File: config.mk
export PLATFORM = sky130hd
export DESIGN_NAME = sklansky_subtractor_pipe_flat
export DESIGN_NICKNAME = d
export VERILOG_FILES = /design/src/rtl/sklansky_subtractor_pipe_if.sv /design/src/rtl/sklansky_subtractor_pipe.sv /design/src/flat_wrapper.sv
export SDC_FILE = /design/constraint.sdc
export NUM_CORES = 1
export LEC_CHECK = 0
export ABC_AREA = 1
export BUFFER_PORTS_ARGS = -buffer_cell sky130_fd_sc_hd__buf_2
export CELL_PAD_IN_SITES_DETAIL_PLACEMENT = 1
export CELL_PAD_IN_SITES_GLOBAL_PLACEMENT = 1
export CORE_AREA = 2 2 126 128
export DETAILED_ROUTE_END_ITERATION = 7
export DIE_AREA = 0 0 128 130
export PLACE_DENSITY_LB_ADDON = 0.1
export RECOVER_POWER = 25
export SETUP_SLACK_MARGIN = 0.2
export SYNTH_ARGS = -nofsm -noshare
export SYNTH_HDL_FRONTEND = slang
export SYNTH_SLANG_ARGS = --single-unit
File: constraint.sdc
create_clock -name clk -period 4.2 [get_ports clk]
set_clock_uncertainty 0.05 [all_clocks]
set_input_delay 0.84 -clock clk [delete_from_list [all_inputs] [get_ports clk]]
set_output_delay 0.84 -clock clk [all_outputs]
set_load 0.01 [all_outputs]
File: src/rtl/sklansky_subtractor_pipe_if.sv
// Operand/result handshake bundle for the pipelined Sklansky subtractor.
interface sklansky_subtractor_pipe_if #(
    parameter int unsigned WIDTH = 32
);
    logic             in_valid;
    logic             in_ready;
    logic [WIDTH-1:0] in_a;
    logic [WIDTH-1:0] in_b;
    logic             in_bin;
    logic             out_valid;
    logic             out_ready;
    logic [WIDTH-1:0] out_diff;
    logic             out_borrow;
    logic             out_zero;
    logic             out_neg;
    logic             out_ovf;

    modport master (
        output in_valid, in_a, in_b, in_bin, out_ready,
        input  in_ready, out_valid, out_diff, out_borrow, out_zero, out_neg, out_ovf
    );

    modport slave (
        input  in_valid, in_a, in_b, in_bin, out_ready,
        output in_ready, out_valid, out_diff, out_borrow, out_zero, out_neg, out_ovf
    );
endinterface

File: src/rtl/sklansky_subtractor_pipe.sv
// Two-stage a - b - bin subtractor; Sklansky borrow-prefix levels split across the stages.
module sklansky_subtractor_pipe #(
    parameter int unsigned WIDTH = 32,
    parameter int unsigned SPLIT = 3
) (
    input logic                       clk,
    input logic                       rst,
    sklansky_subtractor_pipe_if.slave bus
);
    localparam int unsigned LEVELS = $clog2(WIDTH);

    logic s1_valid_q, s2_valid_q;
    logic s1_adv, s2_adv, s1_load, s2_load;

    assign s2_adv       = ~s2_valid_q | bus.out_ready;
    assign s1_adv       = ~s1_valid_q | s2_adv;
    assign s1_load      = s1_adv & bus.in_valid;
    assign s2_load      = s2_adv & s1_valid_q;
    assign bus.in_ready = s1_adv;

    // Borrow-in folded into bit 0 (grey cell), so the tree only spans WIDTH bits.
    logic [WIDTH-1:0] x_d, g_base, p_base;
    always_comb begin
        x_d       = bus.in_a ^ bus.in_b;
        g_base    = ~bus.in_a & bus.in_b;
        p_base    = ~x_d;
        g_base[0] = g_base[0] | (p_base[0] & bus.in_bin);
        p_base[0] = 1'b0;
    end

    logic [WIDTH-1:0] g_s1_d, p_s1_d, g_s1_q, p_s1_q, x_s1_q;
    logic             a_msb_s1_q, b_msb_s1_q, bin_s1_q;

    for (genvar k = 0; k < LEVELS; k++) begin : g_lvl
        logic [WIDTH-1:0] g_in, p_in, g_out, p_out;
        if (k == SPLIT) begin : g_src_reg
            assign g_in = g_s1_q;
            assign p_in = p_s1_q;
        end else if (k == 0) begin : g_src_base
            assign g_in = g_base;
            assign p_in = p_base;
        end else begin : g_src_prev
            assign g_in = g_lvl[k-1].g_out;
            assign p_in = g_lvl[k-1].p_out;
        end
        for (genvar i = 0; i < WIDTH; i++) begin : g_bit
            if (((i >> k) & 1) == 1) begin : g_cell
                localparam int J = ((i >> k) << k) - 1;
                assign g_out[i] = g_in[i] | (p_in[i] & g_in[J]);
                assign p_out[i] = p_in[i] & p_in[J];
            end else begin : g_pass
                assign g_out[i] = g_in[i];
                assign p_out[i] = p_in[i];
            end
        end
    end

    logic [WIDTH-1:0] g_fin;
    logic             unused_p;
    if (SPLIT == 0) begin : g_s1_none
        assign g_s1_d = g_base;
        assign p_s1_d = p_base;
    end else begin : g_s1_tree
        assign g_s1_d = g_lvl[SPLIT-1].g_out;
        assign p_s1_d = g_lvl[SPLIT-1].p_out;
    end
    if (SPLIT >= LEVELS) begin : g_fin_reg
        assign g_fin    = g_s1_q;
        assign unused_p = &p_s1_q;
    end else begin : g_fin_tree
        assign g_fin    = g_lvl[LEVELS-1].g_out;
        assign unused_p = &g_lvl[LEVELS-1].p_out;
    end

    logic [WIDTH-1:0] diff_d, diff_q;
    logic             borrow_d, zero_d, neg_d, ovf_d;
    logic             borrow_q, zero_q, neg_q, ovf_q;

    always_comb begin
        diff_d   = x_s1_q ^ {g_fin[WIDTH-2:0], bin_s1_q};
        borrow_d = g_fin[WIDTH-1];
        zero_d   = (diff_d == '0);
        neg_d    = diff_d[WIDTH-1];
        ovf_d    = (a_msb_s1_q ^ b_msb_s1_q) & (diff_d[WIDTH-1] ^ a_msb_s1_q);
    end

    always_ff @(posedge clk) begin
        if (s1_load) begin
            g_s1_q     <= g_s1_d;
            p_s1_q     <= p_s1_d;
            x_s1_q     <= x_d;
            a_msb_s1_q <= bus.in_a[WIDTH-1];
            b_msb_s1_q <= bus.in_b[WIDTH-1];
            bin_s1_q   <= bus.in_bin;
        end
    end

    always_ff @(posedge clk) begin
        if (rst) begin
            s1_valid_q <= 1'b0;
            s2_valid_q <= 1'b0;
            diff_q     <= '0;
            borrow_q   <= 1'b0;
            zero_q     <= 1'b0;
            neg_q      <= 1'b0;
            ovf_q      <= 1'b0;
        end else begin
            if (s1_adv) s1_valid_q <= bus.in_valid;
            if (s2_adv) s2_valid_q <= s1_valid_q;
            if (s2_load) begin
                diff_q   <= diff_d;
                borrow_q <= borrow_d;
                zero_q   <= zero_d;
                neg_q    <= neg_d;
                ovf_q    <= ovf_d;
            end
        end
    end

    assign bus.out_valid  = s2_valid_q;
    assign bus.out_diff   = diff_q;
    assign bus.out_borrow = borrow_q;
    assign bus.out_zero   = zero_q;
    assign bus.out_neg    = neg_q;
    assign bus.out_ovf    = ovf_q;
endmodule

File: src/flat_wrapper.sv
// flat-port wrapper written by rule: the top's interface ports become plain ports
module sklansky_subtractor_pipe_flat 
#(
    parameter int unsigned WIDTH = 32,
    parameter int unsigned SPLIT = 3
)
  (clk, rst, bus_in_valid, bus_in_a, bus_in_b, bus_in_bin, bus_out_ready, bus_in_ready, bus_out_valid, bus_out_diff, bus_out_borrow, bus_out_zero, bus_out_neg, bus_out_ovf);
  sklansky_subtractor_pipe_if #(.WIDTH(WIDTH)) bus_i ();
  input logic clk;
  input logic rst;
  input wire logic [$bits(bus_i.in_valid)-1:0] bus_in_valid;
  input wire logic [$bits(bus_i.in_a)-1:0] bus_in_a;
  input wire logic [$bits(bus_i.in_b)-1:0] bus_in_b;
  input wire logic [$bits(bus_i.in_bin)-1:0] bus_in_bin;
  input wire logic [$bits(bus_i.out_ready)-1:0] bus_out_ready;
  output wire logic [$bits(bus_i.in_ready)-1:0] bus_in_ready;
  output wire logic [$bits(bus_i.out_valid)-1:0] bus_out_valid;
  output wire logic [$bits(bus_i.out_diff)-1:0] bus_out_diff;
  output wire logic [$bits(bus_i.out_borrow)-1:0] bus_out_borrow;
  output wire logic [$bits(bus_i.out_zero)-1:0] bus_out_zero;
  output wire logic [$bits(bus_i.out_neg)-1:0] bus_out_neg;
  output wire logic [$bits(bus_i.out_ovf)-1:0] bus_out_ovf;
  assign bus_i.in_valid = bus_in_valid;
  assign bus_i.in_a = bus_in_a;
  assign bus_i.in_b = bus_in_b;
  assign bus_i.in_bin = bus_in_bin;
  assign bus_i.out_ready = bus_out_ready;
  assign bus_in_ready = bus_i.in_ready;
  assign bus_out_valid = bus_i.out_valid;
  assign bus_out_diff = bus_i.out_diff;
  assign bus_out_borrow = bus_i.out_borrow;
  assign bus_out_zero = bus_i.out_zero;
  assign bus_out_neg = bus_i.out_neg;
  assign bus_out_ovf = bus_i.out_ovf;
  sklansky_subtractor_pipe #(.WIDTH(WIDTH), .SPLIT(SPLIT)) u_core (.clk(clk), .rst(rst), .bus(bus_i));
endmodule
==> impl_results.md, run 1 <==
* I/O Buffers at 106
* CTS sink cnt at 128
* Net Sw Frac at 24.06%
* Internal power at 0.002533 W
* Vias per std cell at 4.763
* Synth top area share at 45.67%
* TritonRoute pass-1 iters at 4
* Global-route wire length before repair at 21950 um
* Setup Slack @ Placement at 1.359 ns
* Synth-to-Final Area Change at 21.31%
* Pwr/cell area at 459.5 nW/um^2
* Worst-path clk slew at 0.05 ns
* Vias in the first global route at 4637
* Clk buf depth at 2
* Post-Route WL at 13720 um
* Final instance area at 7258 sq um
* Tot GR Track Use at 17.41%
* Setup Viol. Count Final at 0
* Arr. time, crit path at 2.42 ns
* Placed cell area at 6701 sq um
* Die height at 130 um
* Placer Congestion at 0.7256
* Crit Path Class: in2reg
* YS warnings at 0
* Crit share post-route at 56.71%
* Die width at 128 um
* Initial Utilization at 38.79%
* Row count at 46
* Fmax at 419.9 MHz
* Cell taking the most area after synthesis: edfxtp_1
* CP required at 4.24 ns
* Final setup margin at 1.818 ns
* Routed Antenna Nets at 0
* Cell count after placement at 920
* Post-synthesis sequential area ratio at 58.05%
* Nature of the critical path startpoint: primary input
* Setup bufs post-CTS at 0
* Worst-Margin Slew at 0.9017 ns
* Share of cells above drive strength 1 at 17.11%
* Mapped Area at 5983 sq um
* Sequential fraction of design power at 45.7%
* DR vias at 4534
* Commonest non-fill, non-tap cell in the layout: inv_1
* Diodes inserted at 0
* CTS buffer count at 17
* Fin. max-slew vios at 0
* Most frequent cells in the layout: 144 x inv_1, 138 x nand2_1, 103 x buf_2
* Core box area at 15420 sq um
* Net Switching at 0.0008024 W
* Pin count of the biggest net entering global routing at 51
* Mean Syn Cell Area at 9.452 sq um
* DRC Markers at 0
* WL per Instance at 14.41 um
* Leakage Power at 3.691 nW
* Max Fanout on Critical Path at 50
* CTS tree: built
* Synth area leaders: edfxtp_1 46%, dfxtp_1 12%, inv_1 9.2%
* Root Buffer: clkbuf_16
* Syn Inst Count at 633
* MaxCap Viol Count at 0
* Latest clock arrival within the worst-skew pair at 0.41 ns
* # IOs at 107
* Power consumption at 0.003335 W
* Logic pwr share at 12.0%
* RSZ-0062 raised after global routing: false
* TNS Setup at 0 ns
* H-tree lvl count at 4
* Non-Filler Instances at 952
* DPL Wire Length at 10150 um
* Post-CTS Hold Fix Bufs at 0
* Area of the die at 16640 sq um
* VDD IR-drop max at 0.2972 mV
* Final nets at 848
* Post-CTS sizing at 0
* Initial antenna violation count at 0
* Final min period at 2.382 ns
* Grt total ovfl at 0
* Net Count, Synth at 734
* Starting DRC count in detailed routing at 197
* Clock power share at 42.4%
* Post-synthesis cell type count at 28
* Synthesized flop and latch total at 128
* Endpoints failing hold at 0
* CP Capture Type: flop
* Hold Crit Class: reg2reg
* Worst rel slew slack at 39.82%
* Outcome: finished clean
## cell families (layout without fill, tap and decap cells)
family / after synthesis / after routing / share of synthesized area (%)
AOI/OAI and AO/OA: 89 / 89 / 8.741
xor gates and xnor gates: 7 / 7 / 1.025
adders and majority gates: 32 / 32 / 6.692
buffers and inverters: 159 / 286 / 10.31
DFF: 128 / 128 / 58.05
and+or+nand+nor: 218 / 218 / 15.18
## power by group through the flow
stage / combinational [W] / clock [W] / sequential (W)
finish: 0.000399 / 0.00141 / 0.00152
global route: 0.000460 / 0.00151 / 0.00153
CTS: 0.000409 / 0.00145 / 0.00152
detailed placement: 0.000405 / 0 / 0.00155
global placement: 0.000385 / 0 / 0.00154
floorplan: 0.000253 / 0 / 0.00154
## cell type report
| class | instances | area (sq um) |
|---|---|---|
| inverters | 146 | 549.3 |
| clock inverters | 11 | 120.1 |
| flip-flops and latches | 128 | 3473 |
| clock buffers | 21 | 440.4 |
| repair buffers | 108 | 541.8 |
| multi-input cells | 346 | 1893 |
| well taps | 192 | 240.2 |
| fillers | 1834 | 8167 |
## synthesized netlist by cell type
cell and n:
o311ai_0 1, o21bai_1 8, o211ai_1 11, o21ai_0 25
nand4_1 2, dfxtp_1 37, nand3_2 1, a21oi_2 1
xor2_1 1, clkbuf_1 8, buf_6 2, buf_1 1
nor4_1 3, nor3_1 4, a21o_1 6, ha_1 32
buf_4 1, buf_2 1, nand2_4 2, a21oi_1 31
inv_1 146, nand3_1 23, nand3b_1 6, xnor2_1 6
nand2_1 138, nor2_1 39, edfxtp_1 91, a31oi_1 6
## metal layers
layer / wire, um / track usage (%)
met1: 5973 / 20.15
met5: 0 / 0
met4: 331 / 8.662
met3: 478 / 4.551
met2: 6934 / 30.10
## registers in the layout, indices dropped and copies added, names as in the netlist
name                   flops
u_core.a_msb_s1_q          1
u_core.bus.out_diff       32
u_core.bus.out_zero        1
u_core.g_lvl.g_in         32
u_core.b_msb_s1_q          1
u_core.bus.out_ovf         1
u_core.s1_valid_q          1
u_core.bus.out_borrow      1
u_core.g_lvl.p_in         24
u_core.bin_s1_q            1
u_core.x_s1_q             32
u_core.bus.out_valid       1
## critical path, cell delays in order
cell      delay (ns)
buf_2           0.10
inv_1           0.06
nand3_1         0.11
nand2_1         0.12
clkinv_2        0.57
buf_4           0.58
## through the flow
step | utilization (%) | hold WS [ns]
floorplan | - | 0.4251
global placement | 43.45 | 0.4183
detailed placement | 43.45 | 0.4184
CTS | 47.08 | 0.4265
global route | 47.06 | 0.4624
finish | 47.06 | 0.4295
## final timing paths
kind	startpoint	to	slack, ns	cells past startpoint
hold reg to reg	u_core.bus.out_diff[4]	u_core.bus.out_diff[4]	0.43	2
hold / removal	u_core.bus.out_diff[4]	u_core.bus.out_diff[4]	0.43	2
setup reg to reg	u_core.bus.out_valid	u_core.g_lvl[3].g_in[29]	2.06	4
setup / recovery	bus_out_ready	u_core.g_lvl[3].g_in[29]	1.82	6
Note: power is estimated with default switching activity, not from simulation.
==> run 2: changes to the inputs <==
Settings changed: ABC_AREA 1 to 0, CORE_AREA 2 2 126 128 to 2 2 123 125, DIE_AREA 0 0 128 130 to 0 0 125 127.
Clock period 4.2 ns to 2.2 ns, I/O delays scaled along.
==> impl_results.md, run 2 <==
* Outcome: finished clean (unchanged)
* Post-synthesis cell type count at 45 (was 28)
* Crit Path Class: reg2reg (was in2reg)
* RR Endpoint: u_core.bus.out_ovf (was u_core.g_lvl[3].g_in[29])
* Starting DRC count in detailed routing at 188 (was 197)
* Mapped Area at 5758 sq um (was 5983 sq um)
* Synthesized flop and latch total at 128 (unchanged)
* Arr. time, crit path at 2.42 ns (about the same)
* Met3 GRT Util at 4.271% (was 4.551%)
* Worst rel slew slack at 68.80% (was 39.82%)
* Number of flops mapped to enable cells by yosys at 91 (unchanged)
* TritonRoute pass-1 iters at 5 (was 4)
* Leakage Power at 3.258 nW (was 3.691 nW)
* Max Fanout on Critical Path at 5 (was 50)
* Slowest cell delay on critical path at 0.50 ns (was 0.58 ns)
* Post-layout util at 50.56% (was 47.06%)
* CP max-delay cell: edfxtp_1 (was buf_4)
* Fin. max-slew vios at 0 (unchanged)
* H-tree lvl count at 4 (unchanged)
* VDD IR-drop max at 0.5437 mV (was 0.2972 mV)
* DPL Wire Length at 9950 um (was 10150 um)
* Grt total ovfl at 0 (unchanged)
* FF-to-FF path depth at 6 (was 4)
* Initial Utilization at 39.92% (was 38.79%)
* Compound-Gate Fraction of Synth Area at 11.95% (was 8.741%)
* Final min period at 2.144 ns
* Tot GR Track Use at 17.68% (was 17.41%)
* Simple-gate share of the synthesized area at 11.15% (was 15.18%)
* RSZ-0062 raised after global routing: true (was false)
* Final nets at 731 (was 848)
* Power consumption at 0.006253 W (was 0.003335 W)
* Asr flop ratio synth at 0% (unchanged)
* Vias in the first global route at 4301 (was 4637)
* Cell count after placement at 791 (was 920)
* YS warnings at 0 (unchanged)
* Hold Crit Class: in2reg (was reg2reg)
* Delay-heaviest family, CP: compound AO/OA/AOI/OAI gates (was buffers and inverters)
* WHS at 0.1975 ns (was 0.4295 ns)
* Post-Route WL at 13720 um (about the same)
* CP Capture Type: flop (unchanged)
* Endpoints failing hold at 0 (unchanged)
* Global-route wire length before repair at 21890 um (was 21950 um)
* Die height at 127 um (was 130 um)
* Met1 usage at 22.75% (was 20.15%)
* Synth Area in Adders at 6.953% (was 6.692%)
* Count leader, synth: edfxtp_1 (was inv_1)
* Multiplexer share of the synthesized area at 0% (unchanged)
* Setup slack, reg-to-reg at 0.06 ns (was 2.06 ns)
* Initial antenna violation count at 0 (unchanged)
* Share of cells above drive strength 1 at 26.91% (was 17.11%)
* Die width at 125 um (was 128 um)
* Fmax at 466.4 MHz
* Vias per std cell at 5.013 (was 4.763)
* Area of the die at 15880 sq um (was 16640 sq um)
* Gr busiest metal: met2 (unchanged)
* Grt met2 use at 29.38% (was 30.10%)
* Clk buf depth at 2 (unchanged)
* DR vias at 4146 (was 4534)
* Hold path start: bus_in_bin (was u_core.bus.out_diff[4])
* WHS Endpoint: u_core.bin_s1_q (was u_core.bus.out_diff[4])
* Commonest non-fill, non-tap cell in the layout: buf_2 (was inv_1)
* Cell taking the most area after synthesis: edfxtp_1 (unchanged)
* Pwr/cell area at 857.5 nW/um^2 (was 459.5 nW/um^2)
* Pin count of the biggest net entering global routing at 45 (was 51)
* FF-to-FF Start: u_core.g_lvl[3].g_in[7] (was u_core.bus.out_valid)
* Hold depth at 1 (was 2)
* CTS tree: built (unchanged)
* Crit share post-route at 97.45%
* Setup Viol. Count Final at 0 (unchanged)
* Post-synth top flop: edfxtp_1 (unchanged)
* Syn Inst Count at 499 (was 633)
* Diodes inserted at 0 (unchanged)
* CTS buffer count at 17 (unchanged)
* Synth top area share at 47.46% (was 45.67%)
* Non-Filler Instances at 827 (was 952)
* Worst-Margin Slew at 0.4680 ns (was 0.9017 ns)
* Latest clock arrival within the worst-skew pair at 0.41 ns (about the same)
* Post-synthesis sequential area ratio at 60.32% (was 58.05%)
* Post-CTS Hold Fix Bufs at 0 (unchanged)
* Post-Synth XOR/XNOR Area at 4.107% (was 1.025%)
* Root Buffer: clkbuf_16 (unchanged)
* Placer Congestion at 0.7493 (was 0.7256)
* Synth-to-Final Area Change at 26.64% (was 21.31%)
* I/O Buffers at 106 (unchanged)
* Routed Antenna Nets at 0 (unchanged)
* Main combinational cell family by area after synthesis: compound AO/OA/AOI/OAI gates (was simple AND/OR/NAND/NOR gates)
* DRC Markers at 0 (unchanged)
* MaxCap Viol Count at 0 (unchanged)
* CP required at 2.47 ns (was 4.24 ns)
* Crit path cell chain: buf_6 -> a211o_4 -> a311oi_4 -> nor2_2 -> or3b_1 -> a311oi_2 (was buf_2 -> inv_1 -> nand3_1 -> nand2_1 -> clkinv_2 -> buf_4)
* Core box area at 14420 sq um (was 15420 sq um)
* Synth area leaders: edfxtp_1 47%, dfxtp_1 13%, ha_1 7.0% (was edfxtp_1 46%, dfxtp_1 12%, inv_1 9.2%)
* Row count at 44 (was 46)
* WL per Instance at 16.59 um (was 14.41 um)
* Mean Syn Cell Area at 11.54 sq um (was 9.452 sq um)
* Crit path buf inv count at 1 (was 4)
* Worst-path clk slew at 0.05 ns (about the same)
* CTS sink cnt at 128 (unchanged)
* Most frequent cells in the layout: 100 x buf_2, 91 x edfxtp_1, 61 x inv_1 (was 144 x inv_1, 138 x nand2_1, 103 x buf_2)
* Nature of the critical path startpoint: flop (was primary input)
* Net Count, Synth at 600 (was 734)
* Synth top cells by count: 91 x edfxtp_1, 64 x inv_1, 40 x nor2_1 (was 146 x inv_1, 138 x nand2_1, 91 x edfxtp_1)
* # IOs at 107 (unchanged)
[run 2: cells by family (layout without fill, tap and decap cells)]
group           count (synthesis)  count (layout)
buf+inv                        80             224
simple gates                  133             133
xor+xnor                       27              27
compound gates                 99              99
flops                         128             128
fa+ha+maj                      32              32
[run 2: area by class of cell]
type | instances | area [sq um]
Sequential cell | 128 | 3473
Tap cell | 184 | 230.2
Timing Repair Buffer | 128 | 745.7
Inverter | 64 | 255.2
Clock buffer | 22 | 444.2
Clock inverter | 10 | 70.07
Fill cell | 1575 | 7132
Multi-Input combinational cell | 291 | 2073
[run 2: worst max-delay path by stage]
stage / endpoint / slack, ns / cells past startpoint / startpoint
after floorplan: u_core.g_lvl[3].g_in[6] / 0.18 / 8 / bus_in_a[0]
after global placement: u_core.g_lvl[3].g_in[6] / -0.08 / 9 / bus_in_a[0]
after detailed placement: u_core.g_lvl[3].g_in[6] / -0.12 / 9 / bus_in_a[0]
after CTS: u_core.bus.out_ovf / 0.06 / 6 / u_core.g_lvl[3].g_in[7]
after global routing: u_core.bus.out_ovf / -0.05 / 6 / u_core.g_lvl[3].g_in[7]
final: u_core.bus.out_ovf / 0.06 / 6 / u_core.g_lvl[3].g_in[7]
[run 2: repair_timing]
action                     4_1_cts  5_1_grt
gates resized for setup          2       11
pin swaps                        6        4
gates cloned                     0        0
setup endpoints to repair        2        3
buffers inserted                 3        1
[run 2: per-layer routing]
metal	up-vias	wire length [um]
li1	2027	-
met1	2030	6317
met2	77	6823
met3	12	444
met4	0	138
met5	-	0
[run 2: per-stage QoR]
stage	setup TNS [ns]	area [sq um]	setup slack [ns]
global route	-0.07247	7292	-0.04671
finish	0	7292	0.05603
global placement	-0.1137	6728	-0.08143
detailed placement	-0.3168	6728	-0.1222
floorplan	0	5859	0.1846
CTS	0	7276	0.06109
[run 2: report_power, final]
part	total [W]	switching, W	internal [W]
Sequential	0.00291	0.000104	0.00281
Clock	0.00248	0.000955	0.00152
Combinational	0.000864	0.000483	0.000382
==> run 3: changes to the inputs <==
Settings changed: BUFFER_PORTS_ARGS -buffer_cell sky130_fd_sc_hd__buf_2 to unset, DONT_BUFFER_PORTS set to 1.
==> impl_results.md, run 3 (synthesis gave the netlist of run 2 again) <==
* Outcome: finished clean (unchanged)
* Core box area at 14420 sq um (unchanged)
* CTS tree: built (unchanged)
* Met3 WL at 680 um (was 444 um)
* Clk buf depth at 2 (unchanged)
* Fin. max-slew vios at 0 (unchanged)
* CP required at 2.50 ns (was 2.47 ns)
* Vias in the first global route at 4056 (was 4301)
* RSZ-0062 raised after global routing: true (unchanged)
* Commonest non-fill, non-tap cell in the layout: edfxtp_1 (was buf_2)
* Setup Slack @ Placement at -0.004342 ns (was -0.1222 ns)
* Post-Route WL at 13520 um (was 13720 um)
* Endpoints failing hold at 0 (unchanged)
* Worst-Margin Slew at 0.5296 ns (was 0.4680 ns)
* # IOs at 107 (unchanged)
* Vias per std cell at 5.287 (was 5.013)
* Met1 wire length at 6012 um (was 6317 um)
* Nature of the critical path startpoint: flop (unchanged)
* Fmax at 491.2 MHz (was 466.4 MHz)
* VDD IR-drop max at 0.5776 mV (was 0.5437 mV)
* TritonRoute pass-1 iters at 4 (was 5)
* Top sig layer: met4 (unchanged)
* Latest clock arrival within the worst-skew pair at 0.41 ns (about the same)
* Root Buffer: clkbuf_16 (unchanged)
* Synth-to-Final Area Change at 18.67% (was 26.64%)
* Pin count of the biggest net entering global routing at 39 (was 45)
* DPL Wire Length at 9756 um (was 9950 um)
* WL met2 at 6656 um (was 6823 um)
* Crit share post-route at 92.54% (was 97.45%)
* Final setup margin at 0.1640 ns (was 0.05603 ns)
* Setup Viol. Count Final at 0 (unchanged)
* Final min period at 2.036 ns (was 2.144 ns)
* Placer Congestion at 0.7576 (was 0.7493)
* WL per Instance at 18.85 um (was 16.59 um)
* Die height at 127 um (unchanged)
* H-tree lvl count at 4 (unchanged)
* Diodes inserted at 0 (unchanged)
* Initial Utilization at 39.92% (unchanged)
* Global-route wire length before repair at 21560 um (was 21890 um)
* CP Capture Type: flop (unchanged)
* Row count at 44 (unchanged)
* DRC Markers at 0 (unchanged)
* Fillers at 1535 (was 1575)
* Final nets at 622 (was 731)
* Area of the die at 15880 sq um (unchanged)
* Pwr/cell area at 954.0 nW/um^2 (was 857.5 nW/um^2)
* Leakage Power at 2.842 nW (was 3.258 nW)
* Tot GR Track Use at 17.63% (was 17.68%)
* Worst rel slew slack at 64.37% (was 68.80%)
* CTS sink cnt at 128 (unchanged)
* Initial antenna violation count at 0 (unchanged)
* Worst-path clk slew at 0.06 ns (was 0.05 ns)
* DR vias at 3791 (was 4146)
* Routed Antenna Nets at 0 (unchanged)
* Die width at 125 um (unchanged)
* Share of cells above drive strength 1 at 14.07% (was 26.91%)
* CTS buffer count at 17 (unchanged)
* WHS at 0.04429 ns (was 0.1975 ns)
* Max Fanout on Critical Path at 8 (was 5)
* Grt total ovfl at 0 (unchanged)
* MaxCap Viol Count at 0 (unchanged)
* Arr. time, crit path at 2.34 ns (was 2.42 ns)
* Most frequent cells in the layout: 91 x edfxtp_1, 61 x inv_1, 40 x nor2_1 (was 100 x buf_2, 91 x edfxtp_1, 61 x inv_1)
* Crit Path Class: reg2reg (unchanged)
* Hold Crit Class: in2reg (unchanged)
* Post-CTS Hold Fix Bufs at 0 (unchanged)
* Starting DRC count in detailed routing at 179 (was 188)
* I/O Buffers at 0 (was 106)
-- run 3: cell types whose count changed in the layout (fill, tap and decap cells not counted), sizes merged --
| cell | previous run | this run |
|---|---|---|
| bufinv | 1 | 3 |
| buf | 121 | 19 |
| clkinvlp | 2 | 3 |
| clkbuf | 29 | 25 |
| clkinv | 9 | 3 |
| inv | 62 | 61 |
-- run 3: area by class of cell --
| cell class | instances | area, sq um | share of cell area (%) |
|---|---|---|---|
| clock inverters | 6 | 105.1 | 1.538 |
| multi-input cells | 291 | 2097 | 30.69 |
| inverters | 64 | 244.0 | 3.571 |
| flip-flops and latches | 128 | 3473 | 50.83 |
| repair buffers | 19 | 187.7 | 2.747 |
| well taps | 184 | 230.2 | 3.369 |
| clock buffers | 25 | 495.5 | 7.251 |
-- run 3: path summary, 6_finish.rpt --
path / start / depth (start not counted) / endpoint / slack, ns
min reg2reg: u_core.bus.out_diff[25] / 2 / u_core.bus.out_diff[25] / 0.45
max: u_core.g_lvl[3].g_in[7] / 8 / u_core.bus.out_zero / 0.16
min: rst / 1 / u_core.bus.out_diff[6] / 0.04
max reg2reg: u_core.g_lvl[3].g_in[7] / 8 / u_core.bus.out_zero / 0.16
-- run 3: metrics by stage --
step | util [%] | std cells | setup TNS, ns | total power [W] | area (sq um)
2_1_floorplan | - | 499 | 0 | 0.003448 | 5859
3_3_place_gp | 42.67 | 681 | -0.06706 | 0.003644 | 6155
3_5_place_dp | 42.67 | 681 | -0.004342 | 0.003674 | 6155
4_1_cts | 47.36 | 715 | 0 | 0.006572 | 6832
5_1_grt | 47.37 | 717 | 0 | 0.006778 | 6833
6_report | 47.37 | 717 | 0 | 0.006518 | 6833
-- run 3: per-layer routing --
| metal | GRT usage (%) | up-vias |
|---|---|---|
| met5 | 0 | - |
| met4 | 6.601 | 0 |
| met3 | 5.318 | 14 |
| met2 | 28.84 | 79 |
| met1 | 22.25 | 1884 |
| li1 | - | 1814 |
-- run 3: critical path, cell delays in order, from the launching register on --
cell,delay [ns]
edfxtp_1,0.48
a21o_4,0.30
buf_6,0.16
a21oi_4,0.18
xnor2_2,0.11
nor4_2,0.36
buf_4,0.17
nand4_1,0.08
nand2_1,0.08
-- run 3: power by group --
group          internal (W)  switching [W]
clock               0.00189       0.000960
combinational      0.000306       0.000418
sequential          0.00281       0.000138
-- run 3: what timing repair did --
action	in CTS	in global routing
setup endpoints to repair	2	2
pin swaps	7	6
gates resized for setup	9	8
buffers inserted	3	2
